<file path="src/rtl/elbeth_fwd_stall_unit_if.sv">
// Operand-forwarding and stall-control signal bundle between the ELBETH pipeline
// and its forwarding/stall unit.
`timescale 1ns/1ps

interface elbeth_fwd_stall_unit_if #(
    parameter int unsigned NSRC  = 2,
    parameter int unsigned CNT_W = 16
);
    logic [5*NSRC-1:0] id_rs_addr;
    logic [NSRC-1:0]   id_rs_used;
    logic [4:0]        ex_rd_addr;
    logic              ex_w_gpr_en;
    logic              ex_mem_rd;
    logic [4:0]        mem_rd_addr;
    logic              mem_w_gpr_en;
    logic              mem_mem_en;
    logic              mem_ready;
    logic [4:0]        wb_rd_addr;
    logic              wb_w_gpr_en;
    logic              perf_clr;

    logic [2*NSRC-1:0] fwd_sel;
    logic              stall_if;
    logic              stall_id;
    logic              stall_ex;
    logic              bubble_ex;
    logic              bubble_wb;
    logic [CNT_W-1:0]  perf_stall_cnt;

    // Pipeline side: drives hazard inputs, consumes controls.
    modport master (
        output id_rs_addr, id_rs_used,
        output ex_rd_addr, ex_w_gpr_en, ex_mem_rd,
        output mem_rd_addr, mem_w_gpr_en, mem_mem_en, mem_ready,
        output wb_rd_addr, wb_w_gpr_en, perf_clr,
        input  fwd_sel, stall_if, stall_id, stall_ex, bubble_ex, bubble_wb, perf_stall_cnt
    );

    // Forwarding/stall unit side.
    modport slave (
        input  id_rs_addr, id_rs_used,
        input  ex_rd_addr, ex_w_gpr_en, ex_mem_rd,
        input  mem_rd_addr, mem_w_gpr_en, mem_mem_en, mem_ready,
        input  wb_rd_addr, wb_w_gpr_en, perf_clr,
        output fwd_sel, stall_if, stall_id, stall_ex, bubble_ex, bubble_wb, perf_stall_cnt
    );
endinterface

</file>
<file path="src/rtl/elbeth_fwd_stall_unit.sv">
// ELBETH 5-stage pipeline forwarding/stall controller: per-operand bypass select,
// load-use and data-memory wait stall sequencing, saturating stall-cycle counter.
`timescale 1ns/1ps

module elbeth_fwd_stall_unit #(
    parameter int unsigned NSRC     = 2,
    parameter int unsigned LOAD_LAT = 1,
    parameter int unsigned CNT_W    = 16
) (
    input logic                    clk,
    input logic                    rst_n,
    elbeth_fwd_stall_unit_if.slave bus
);

    typedef enum logic [1:0] {
        StRun,
        StLoadUse,
        StMemWait
    } state_e;

    localparam logic [2:0] LuInit  = 3'(LOAD_LAT - 1);
    localparam bit         LuMulti = (LOAD_LAT > 1);

    state_e           state_q, state_d;
    logic [2:0]       lu_cnt_q, lu_cnt_d;
    logic [CNT_W-1:0] perf_q;

    logic [NSRC-1:0]   m_ex, m_mem, m_wb;
    logic [2*NSRC-1:0] fwd_raw;
    logic              lu, mb;
    logic              s_if, s_id, s_ex, b_ex, b_wb;

    // Operand match and bypass priority; an EX load cannot forward, so it falls through.
    always_comb begin
        m_ex    = '0;
        m_mem   = '0;
        m_wb    = '0;
        fwd_raw = '0;
        for (int i = 0; i < int'(NSRC); i++) begin
            logic [4:0] rs;
            logic       live;
            rs   = bus.id_rs_addr[5*i +: 5];
            live = bus.id_rs_used[i] && (rs != 5'd0);
            m_ex[i]  = live && bus.ex_w_gpr_en  && (bus.ex_rd_addr  == rs);
            m_mem[i] = live && bus.mem_w_gpr_en && (bus.mem_rd_addr == rs);
            m_wb[i]  = live && bus.wb_w_gpr_en  && (bus.wb_rd_addr  == rs);
            if (m_ex[i] && !bus.ex_mem_rd) begin
                fwd_raw[2*i +: 2] = 2'b01;
            end else if (m_mem[i]) begin
                fwd_raw[2*i +: 2] = 2'b10;
            end else if (m_wb[i]) begin
                fwd_raw[2*i +: 2] = 2'b11;
            end
        end
    end

    assign lu = (|m_ex) && bus.ex_mem_rd;
    assign mb = bus.mem_mem_en && !bus.mem_ready;

    always_comb begin
        logic do_run;
        state_d  = state_q;
        lu_cnt_d = lu_cnt_q;
        s_if     = 1'b0;
        s_id     = 1'b0;
        s_ex     = 1'b0;
        b_ex     = 1'b0;
        b_wb     = 1'b0;
        do_run   = 1'b0;

        unique case (state_q)
            StRun: begin
                do_run = 1'b1;
            end
            StLoadUse: begin
                if (mb) begin
                    s_if    = 1'b1;
                    s_id    = 1'b1;
                    s_ex    = 1'b1;
                    b_wb    = 1'b1;
                    state_d = StMemWait;
                end else begin
                    s_if     = 1'b1;
                    s_id     = 1'b1;
                    b_ex     = 1'b1;
                    lu_cnt_d = lu_cnt_q - 3'd1;
                    if (lu_cnt_q == 3'd1) begin
                        state_d = StRun;
                    end
                end
            end
            StMemWait: begin
                if (mb) begin
                    s_if = 1'b1;
                    s_id = 1'b1;
                    s_ex = 1'b1;
                    b_wb = 1'b1;
                end else if (lu_cnt_q != 3'd0) begin
                    // Interrupted load-use resumes with its remaining count.
                    state_d = StLoadUse;
                    if (lu) begin
                        s_if = 1'b1;
                        s_id = 1'b1;
                        b_ex = 1'b1;
                    end
                end else begin
                    do_run = 1'b1;
                end
            end
            default: begin
                state_d  = StRun;
                lu_cnt_d = 3'd0;
            end
        endcase

        if (do_run) begin
            if (mb) begin
                s_if    = 1'b1;
                s_id    = 1'b1;
                s_ex    = 1'b1;
                b_wb    = 1'b1;
                state_d = StMemWait;
            end else if (lu) begin
                s_if     = 1'b1;
                s_id     = 1'b1;
                b_ex     = 1'b1;
                lu_cnt_d = LuInit;
                state_d  = LuMulti ? StLoadUse : StRun;
            end else begin
                state_d = StRun;
            end
        end
    end

    always_ff @(posedge clk or negedge rst_n) begin
        if (!rst_n) begin
            state_q  <= StRun;
            lu_cnt_q <= 3'd0;
        end else begin
            state_q  <= state_d;
            lu_cnt_q <= lu_cnt_d;
        end
    end

    always_ff @(posedge clk or negedge rst_n) begin
        if (!rst_n) begin
            perf_q <= '0;
        end else if (bus.perf_clr) begin
            perf_q <= '0;
        end else if (s_id && (perf_q != {CNT_W{1'b1}})) begin
            perf_q <= perf_q + CNT_W'(1);
        end
    end

    // Controls are held low for the whole reset window, so a stall in flight dies at once.
    assign bus.fwd_sel        = rst_n ? fwd_raw : '0;
    assign bus.stall_if       = rst_n && s_if;
    assign bus.stall_id       = rst_n && s_id;
    assign bus.stall_ex       = rst_n && s_ex;
    assign bus.bubble_ex      = rst_n && b_ex;
    assign bus.bubble_wb      = rst_n && b_wb;
    assign bus.perf_stall_cnt = perf_q;

endmodule

</file>
<file path="src/flat_wrapper.sv">
// flat-port wrapper written by rule: the top's interface ports become plain ports
module elbeth_fwd_stall_unit_flat 
#(
    parameter int unsigned NSRC     = 2,
    parameter int unsigned LOAD_LAT = 1,
    parameter int unsigned CNT_W    = 16
)
  (clk, rst_n, bus_id_rs_addr, bus_id_rs_used, bus_ex_rd_addr, bus_ex_w_gpr_en, bus_ex_mem_rd, bus_mem_rd_addr, bus_mem_w_gpr_en, bus_mem_mem_en, bus_mem_ready, bus_wb_rd_addr, bus_wb_w_gpr_en, bus_perf_clr, bus_fwd_sel, bus_stall_if, bus_stall_id, bus_stall_ex, bus_bubble_ex, bus_bubble_wb, bus_perf_stall_cnt);
  elbeth_fwd_stall_unit_if #(.NSRC(NSRC), .CNT_W(CNT_W)) bus_i ();
  input logic clk;
  input logic rst_n;
  input wire logic [$bits(bus_i.id_rs_addr)-1:0] bus_id_rs_addr;
  input wire logic [$bits(bus_i.id_rs_used)-1:0] bus_id_rs_used;
  input wire logic [$bits(bus_i.ex_rd_addr)-1:0] bus_ex_rd_addr;
  input wire logic [$bits(bus_i.ex_w_gpr_en)-1:0] bus_ex_w_gpr_en;
  input wire logic [$bits(bus_i.ex_mem_rd)-1:0] bus_ex_mem_rd;
  input wire logic [$bits(bus_i.mem_rd_addr)-1:0] bus_mem_rd_addr;
  input wire logic [$bits(bus_i.mem_w_gpr_en)-1:0] bus_mem_w_gpr_en;
  input wire logic [$bits(bus_i.mem_mem_en)-1:0] bus_mem_mem_en;
  input wire logic [$bits(bus_i.mem_ready)-1:0] bus_mem_ready;
  input wire logic [$bits(bus_i.wb_rd_addr)-1:0] bus_wb_rd_addr;
  input wire logic [$bits(bus_i.wb_w_gpr_en)-1:0] bus_wb_w_gpr_en;
  input wire logic [$bits(bus_i.perf_clr)-1:0] bus_perf_clr;
  output wire logic [$bits(bus_i.fwd_sel)-1:0] bus_fwd_sel;
  output wire logic [$bits(bus_i.stall_if)-1:0] bus_stall_if;
  output wire logic [$bits(bus_i.stall_id)-1:0] bus_stall_id;
  output wire logic [$bits(bus_i.stall_ex)-1:0] bus_stall_ex;
  output wire logic [$bits(bus_i.bubble_ex)-1:0] bus_bubble_ex;
  output wire logic [$bits(bus_i.bubble_wb)-1:0] bus_bubble_wb;
  output wire logic [$bits(bus_i.perf_stall_cnt)-1:0] bus_perf_stall_cnt;
  assign bus_i.id_rs_addr = bus_id_rs_addr;
  assign bus_i.id_rs_used = bus_id_rs_used;
  assign bus_i.ex_rd_addr = bus_ex_rd_addr;
  assign bus_i.ex_w_gpr_en = bus_ex_w_gpr_en;
  assign bus_i.ex_mem_rd = bus_ex_mem_rd;
  assign bus_i.mem_rd_addr = bus_mem_rd_addr;
  assign bus_i.mem_w_gpr_en = bus_mem_w_gpr_en;
  assign bus_i.mem_mem_en = bus_mem_mem_en;
  assign bus_i.mem_ready = bus_mem_ready;
  assign bus_i.wb_rd_addr = bus_wb_rd_addr;
  assign bus_i.wb_w_gpr_en = bus_wb_w_gpr_en;
  assign bus_i.perf_clr = bus_perf_clr;
  assign bus_fwd_sel = bus_i.fwd_sel;
  assign bus_stall_if = bus_i.stall_if;
  assign bus_stall_id = bus_i.stall_id;
  assign bus_stall_ex = bus_i.stall_ex;
  assign bus_bubble_ex = bus_i.bubble_ex;
  assign bus_bubble_wb = bus_i.bubble_wb;
  assign bus_perf_stall_cnt = bus_i.perf_stall_cnt;
  elbeth_fwd_stall_unit #(.NSRC(NSRC), .LOAD_LAT(LOAD_LAT), .CNT_W(CNT_W)) u_core (.clk(clk), .rst_n(rst_n), .bus(bus_i));
endmodule
</file>
<file path="config.mk">
export PLATFORM = sky130hd
export DESIGN_NAME = elbeth_fwd_stall_unit_flat
export DESIGN_NICKNAME = d
export VERILOG_FILES = /design/src/rtl/elbeth_fwd_stall_unit_if.sv /design/src/rtl/elbeth_fwd_stall_unit.sv /design/src/flat_wrapper.sv
export SDC_FILE = /design/constraint.sdc
export NUM_CORES = 1
export LEC_CHECK = 0
export ABC_AREA = 1
export BUFFER_PORTS_ARGS = -buffer_cell sky130_fd_sc_hd__buf_2
export CAP_MARGIN = 40
export CORE_ASPECT_RATIO = 1.4
export CORE_UTILIZATION = 53
export DETAILED_ROUTE_END_ITERATION = 6
export HOLD_SLACK_MARGIN = 0.05
export PLACE_DENSITY = 0.86
export SYNTH_ARGS = -nofsm -noshare
export SYNTH_HDL_FRONTEND = slang
export SYNTH_SLANG_ARGS = --single-unit
</file>
<file path="constraint.sdc">
create_clock -name clk -period 2.15 [get_ports clk]
set_clock_uncertainty 0.2 [all_clocks]
set_input_delay 0.43 -clock clk [delete_from_list [all_inputs] [get_ports clk]]
set_output_delay 0.43 -clock clk [all_outputs]
set_load 0.05 [all_outputs]
</file>
# Word level (Yosys, flattened, before mapping)
# Index checks and enable logic that the tools add are counted.
# word_totals
regBits	21
latchBits	0
mem_bits_rw	0
romBits	0
in_bits	36
out_inout_bits	25
memories	0
# classes
addsub	2
multipliers	0
div	0
n_lt_le_gt_ge	0
n_eq_ne	14
shifts	0
n_mux	41
n_bitwise	0
reduce_logical	33
# ops
op	count
2-to-1 mux 16 bit	2
equality test 5 bit	6
2-to-1 mux 2 bit	12
logical AND 1 bit	22
2-to-1 mux 1 bit	17
adder 16 x 1 -> 16 bit, second input constant	1
inequality test 16 bit, second input constant	1
2-to-1 mux 3 bit	4
nonzero test 5 bit	2
one-hot mux 1 bit (2 select lines)	3
one-hot mux 2 bit (3 select lines)	1
one-hot mux 3 bit (2 select lines)	1
OR reduction 2 bit	3
2-to-1 mux 4 bit	1
inequality test 4 x 1 -> 1 bit, second input constant	1
AND reduction 4 bit	1
equality test 3 x 1 -> 1 bit, second input constant	1
inequality test 3 x 1 -> 1 bit, second input constant	1
inequality test 3 bit, second input constant	1
nonzero test 3 bit	1
subtractor 3 x 1 -> 3 bit, second input constant	1
equality test 2 x 1 -> 1 bit, second input constant	1
equality test 2 bit, second input constant	1
zero test 1 bit	2
other kinds (3)	3

# Logic depth before layout (Yosys ltp)
# logic_depth
depth_word	16
ltp_mapped	15
ltp_nobuf	14

# Worst setup path before layout
# OpenSTA, ideal clock, no wires.
# synth_path
kind	reg-to-output
startpoint	register u_core.state_q[0]
endpoint	output bus_stall_ex
arrival_ps	2417
required_time_ps	1520
setup_slack_ps	-897
path_stages_with_launch	6
cell_sequence	dfrtp_1 -> inv_1 -> ha_1 -> inv_1 -> a211oi_1 -> buf_4
# synth_via
elab_chain_len	6
word_cells_on_any_way	9
cone_classes	eq/ne: 2; mux: 4; reduce/logical: 3
# synth_lines
item	line	rtl
start: declaration	elbeth_fwd_stall_unit.sv:24	state_e state_q, state_d;
start signal: assignment	elbeth_fwd_stall_unit.sv:137	state_q <= StRun;
start signal: assignment	elbeth_fwd_stall_unit.sv:140	state_q <= state_d;
equality test 2 x 1 -> 1 bit or equality test 2 bit (tied branches)	-	
OR reduction 2 bit (no source line)	-	
2-to-1 mux 1 bit (2 in a row)	-	
2-to-1 mux 1 bit (*)	-	
logical AND 1 bit (*)	-	
end: declaration	flat_wrapper.sv:27	output wire logic [$bits(bus_i.stall_ex)-1:0] bus_stall_ex;
# Every way passes the cells marked *; elsewhere a longest branch is shown, timed or not.

# Final worst setup path
# layout_path
startpoint	input bus_ex_rd_addr[0]
endpoint	output bus_bubble_ex
# layout_via
elab_chain_len	12
word_cells_on_any_way	14
cone_classes	eq/ne: 2; mux: 7; reduce/logical: 5
# layout_lines
item	line	rtl
start: declaration	flat_wrapper.sv:14	input wire logic [$bits(bus_i.ex_rd_addr)-1:0] bus_ex_rd_addr;
equality test 5 bit	elbeth_fwd_stall_unit.sv:44	m_ex[i] = live && bus.ex_w_gpr_en && (bus.ex_rd_addr == rs);
logical AND 1 bit	elbeth_fwd_stall_unit.sv:44	
OR reduction 2 bit (*)	elbeth_fwd_stall_unit.sv:57	assign lu = (|m_ex) && bus.ex_mem_rd;
logical AND 1 bit (*)	elbeth_fwd_stall_unit.sv:57	
2-to-1 mux 1 bit	elbeth_fwd_stall_unit.sv:101	if (lu) begin
2-to-1 mux 1 bit	elbeth_fwd_stall_unit.sv:98	end else if (lu_cnt_q != 3'd0) begin
2-to-1 mux 1 bit	elbeth_fwd_stall_unit.sv:93	if (mb) begin
one-hot mux 1 bit (2 select lines)	elbeth_fwd_stall_unit.sv:71	unique case (state_q)
2-to-1 mux 1 bit	elbeth_fwd_stall_unit.sv:123	end else if (lu) begin
2-to-1 mux 1 bit	elbeth_fwd_stall_unit.sv:117	if (mb) begin
2-to-1 mux 1 bit (*)	elbeth_fwd_stall_unit.sv:116	if (do_run) begin
logical AND 1 bit (*)	elbeth_fwd_stall_unit.sv:160	assign bus.bubble_ex = rst_n && b_ex;
end: declaration	flat_wrapper.sv:28	output wire logic [$bits(bus_i.bubble_ex)-1:0] bus_bubble_ex;
# Marks and branches as above.

==> results summary <==
The flow ran to the end, but the final reports show violations. The checks that failed: negative setup slack. The wire length reported by the detailed router came out at 9850 um.

By count the netlist is led by sky130_fd_sc_hd__nand2_1 (65), sky130_fd_sc_hd__inv_1 (50), sky130_fd_sc_hd__nor2_1 (29). For this design, the sink count on the clock tree is 21. The number of hold violations in the final report is 0. Clock tree synthesis inserted a total of 3 buffers. The worst register-to-register path has a depth of 16. The complex-gate fraction of the synthesized area is 0.0818. The power density of the placed cells came out at 444 nW/um^2. TritonCTS built the clock tree. The max-cap violation count is 0.

The clock-pin slew on the worst setup and hold paths is 0.09 ns. Yosys mapped a number of flops with a built-in enable equal to 0. The post-synthesis mux area share came out at 0. The most critical setup path has its endpoint at bus_bubble_ex.

The delay contributed by the slowest stage of the critical path came out at 0.18 ns. The post-synthesis cell type count came out at 34. The cell at the slowest stage of the critical path is sky130_fd_sc_hd__o21ai_2.

The total of warnings raised by yosys is 0. The net count of the mapped netlist came out at 367. The starting density of the core is 0.554. The nature of the critical path endpoint is a primary output. The most common cell in the synthesized netlist is sky130_fd_sc_hd__nand2_1. The boundary pin count came out at 61. The analysis attributes to net switching a power of 632 uW. The number of antenna violations at the first check in global routing came out at 0.

In this run the number of H-tree levels came out at 1. For this run the aggregate overflow at the end of global routing stands at 0. The area share of the leading cell type in the synthesized netlist is 0.240. By area, the combinational part of the netlist is dominated by simple AND/OR/NAND/NOR gates.

The layout net count is 485. The HPWL after detailed placement is 4800 um. The sum of negative setup slack is -3.25 ns.

The critical setup path kind is input port to primary output. The share of total power dissipated in sequential elements is 0.292. The category of the worst setup path launch point is an input port. The share of the clock period used by the worst path is 1.19. The wire length of the first global-routing pass came out at 13000 um.

Entering global routing, the biggest net connects 33 pins. The fraction of synthesized cell area in xor and xnor cells is 0.108. The filler cells instantiated in the layout total 166.

The fraction of layout instances using a drive strength above 1 is 0.493. The synthesis-to-layout area growth is 60.2%. For this run, design rule violations remaining after detail routing come to 0. The overall track demand over capacity in global routing came out at 0.377.

Of the total synthesized cell area, the portion taken by full adders, half adders and majority gates is 0.0457. The number of placed instances, taps included came out at 457. The combinational share of power is 0.533.

The final route contains 3072 vias. In this run the critical register-to-register path is launched from u_core.state_q[0]$_DFFE_PN0P_. The internal power contribution came out at 924 uW. The cell accounting for the most synthesized area is sky130_fd_sc_hd__dfrtp_1.

The critical path data arrival time is 1.93 ns. By area the synthesized netlist is led by sky130_fd_sc_hd__dfrtp_1 (24%), sky130_fd_sc_hd__nand2_1 (11%), sky130_fd_sc_hd__xor2_1 (9.2%). Of the total power, the clock network draws 0.176. The worst relative slew slack came out at 0.664. The register area share after synthesis came out at 0.240. The number of global-route vias before repair came out at 2911. The congestion estimate from routability-driven global placement came to 0.915. The mean number of vias per cell came out at 6.36. The biggest fanout along the worst timing path came out at 3. The fmax came out at 0.390 GHz. The number of setup violations in the final report is 11.

In this run the static leakage power is 1.83 nW. The multi-input combinational cells in the finished layout cover a total of 1750 um^2. The tightest min-delay check is of the register to register type.

The floorplan step defined a die boundary enclosing 4390 um^2. The count of antenna diodes in the layout is 0. The first routing iteration left 331 violations. The critical path starts at bus_ex_rd_addr[0]. The number of nets with antenna violations after detailed routing came out at 0. The proportion of synthesized flip-flops having asynchronous set or reset came out at 1.00.

The root buffer cell is sky130_fd_sc_hd__clkbuf_8. Port buffering added 60 buffers. The count of placed standard cells in the final layout, fillers left out is 483. The mapped cell area is 2190 um^2.

Setup repair after global routing could not meet its margin everywhere. The critical path goes through buf_2, inv_1, nand2_1, nand3_1, nor2_1, nand3_2, nand2_4, nand3_4, o21ai_2, nand2_2, a21oi_4, buf_6. The post-route worst setup slack is -0.415 ns. The maximum clock path buffer count came out at 2. The vertical extent of the die came out at 78.0 um. The synthesized instance count came out at 323. Among all flip-flop cells after synthesis, the most frequent one is sky130_fd_sc_hd__dfrtp_1. The wire length per cell is 20.4 um. The synthesized area per cell is 6.78 um^2. The fraction of the mapped netlist area in simple logic gates came out at 0.396. The later-pin clock latency in the skew report came out at 0.27 ns.

VDD sags by at most 404 uV. Before antenna repair, the detailed router went through 5 iterations. The endpoint identified for the worst register-to-register timing path is u_core.state_q[0]$_DFFE_PN0P_.

The switching share of total power is 0.406. The area taken by flip-flops and latches is 533 um^2. The number of max-slew violations in the final report was 0. At the worst endpoint, the required time is 1.52 ns. The floorplan die width is 56.3 um. The actual slew at the worst max-slew pin came out at 0.503 ns. The post-layout minimum cycle time came out at 2.56 ns. The area of the core region came out at 3950 um^2. The number of placement rows came out at 27. The register bit total from synthesis is 21. The internal reg-to-reg setup slack is -0.35 ns.
[sequential cells by signal, summed over array words and instances (netlist names)]
| register | cells |
|---|---|
| u_core.bus.perf_stall_cnt | 16 |
| u_core.lu_cnt_q | 3 |
| u_core.state_q | 2 |
[area by class of cell]
class                      count  share of cell area
clock inverter                 1             0.00143
sequential                    21               0.152
inverter                      56              0.0621
timing repair buffer         121               0.259
tap                           43              0.0153
clock buffer                   3              0.0118
multi-input combinational    238               0.498
[logic make-up (layout without fill, tap and decap cells)]
| logic type | count (synthesis) | after routing |
|---|---|---|
| and+or+nand+nor | 171 | 172 |
| buffers and inverters | 65 | 181 |
| AOI/OAI and AO/OA | 31 | 31 |
| xor gates and xnor gates | 27 | 27 |
| DFF | 21 | 21 |
| adders and majority gates | 8 | 8 |
[layout by cell type (no fill, tap or decap), drive strengths merged, types with 4 or more instances in the layout]
cell type / instances
nor3: 7
o21ai: 7
xor2: 23
nand4: 23
ha: 8
nand3: 35
nor2: 29
nand2: 72
inv: 56
a21oi: 13
dfrtp: 21
clkbuf: 4
buf: 119
xnor2: 4
[worst max-delay path, delay by kind of cell]
family                 cells  cell delay [ns]
AOI/OAI and AO/OA          2             0.33
buffers and inverters      3             0.38
and+or+nand+nor            7             0.79
[worst min-delay path by stage]
stage / startpoint / to / cells past startpoint
2_1_floorplan: rst_n / u_core.bus.perf_stall_cnt[0]$_DFFE_PN0P_ / 0
3_3_place_gp: rst_n / u_core.bus.perf_stall_cnt[10]$_DFFE_PN0P_ / 2
3_5_place_dp: rst_n / u_core.bus.perf_stall_cnt[10]$_DFFE_PN0P_ / 2
4_1_cts: u_core.bus.perf_stall_cnt[4]$_DFFE_PN0P_ / u_core.bus.perf_stall_cnt[4]$_DFFE_PN0P_ / 2
5_1_grt: u_core.bus.perf_stall_cnt[1]$_DFFE_PN0P_ / u_core.bus.perf_stall_cnt[1]$_DFFE_PN0P_ / 2
6_report: u_core.bus.perf_stall_cnt[8]$_DFFE_PN0P_ / u_core.bus.perf_stall_cnt[8]$_DFFE_PN0P_ / 2
[per-stage QoR]
step	power [mW]	util	setup slack (ns)	area [um^2]	hold slack, ns
final	1.56	0.887	-0.415	3510	0.379
after global routing	1.60	0.887	-0.447	3510	0.424
after CTS	1.40	0.831	-0.207	3290	0.375
after detailed placement	0.957	0.732	-0.343	2890	0.285
after global placement	0.934	0.732	-0.281	2890	0.286
after floorplan	0.744	-	-0.178	2310	-0.0656
[per-layer routing]
metal  global-route usage  wire length [um]  vias up
met1                0.372              3210     1395
li1                     -                 -     1294
met3               0.0577               889      105
met2                0.711              4830      278
met4                0.249               915        0
met5                    0                 0        -
[power groups by stage]
stage / clock network [mW] / logic, mW / registers, mW
after global routing: 0.281 / 0.865 / 0.456
final: 0.273 / 0.829 / 0.454
after floorplan: 0 / 0.283 / 0.461
after CTS: 0.269 / 0.678 / 0.450
after global placement: 0 / 0.481 / 0.453
after detailed placement: 0 / 0.504 / 0.453
[timing repair]
item | CTS | global route
hold endpoints to repair | 21 | 0
pin swaps | 21 | 24
hold buffers | 1 | 0
endpoints found under the setup margin | 9 | 27
gates resized for setup | 57 | 48
buffers inserted | 17 | 3
gates cloned | 0 | 2
Note: power is estimated with default switching activity, not from simulation.
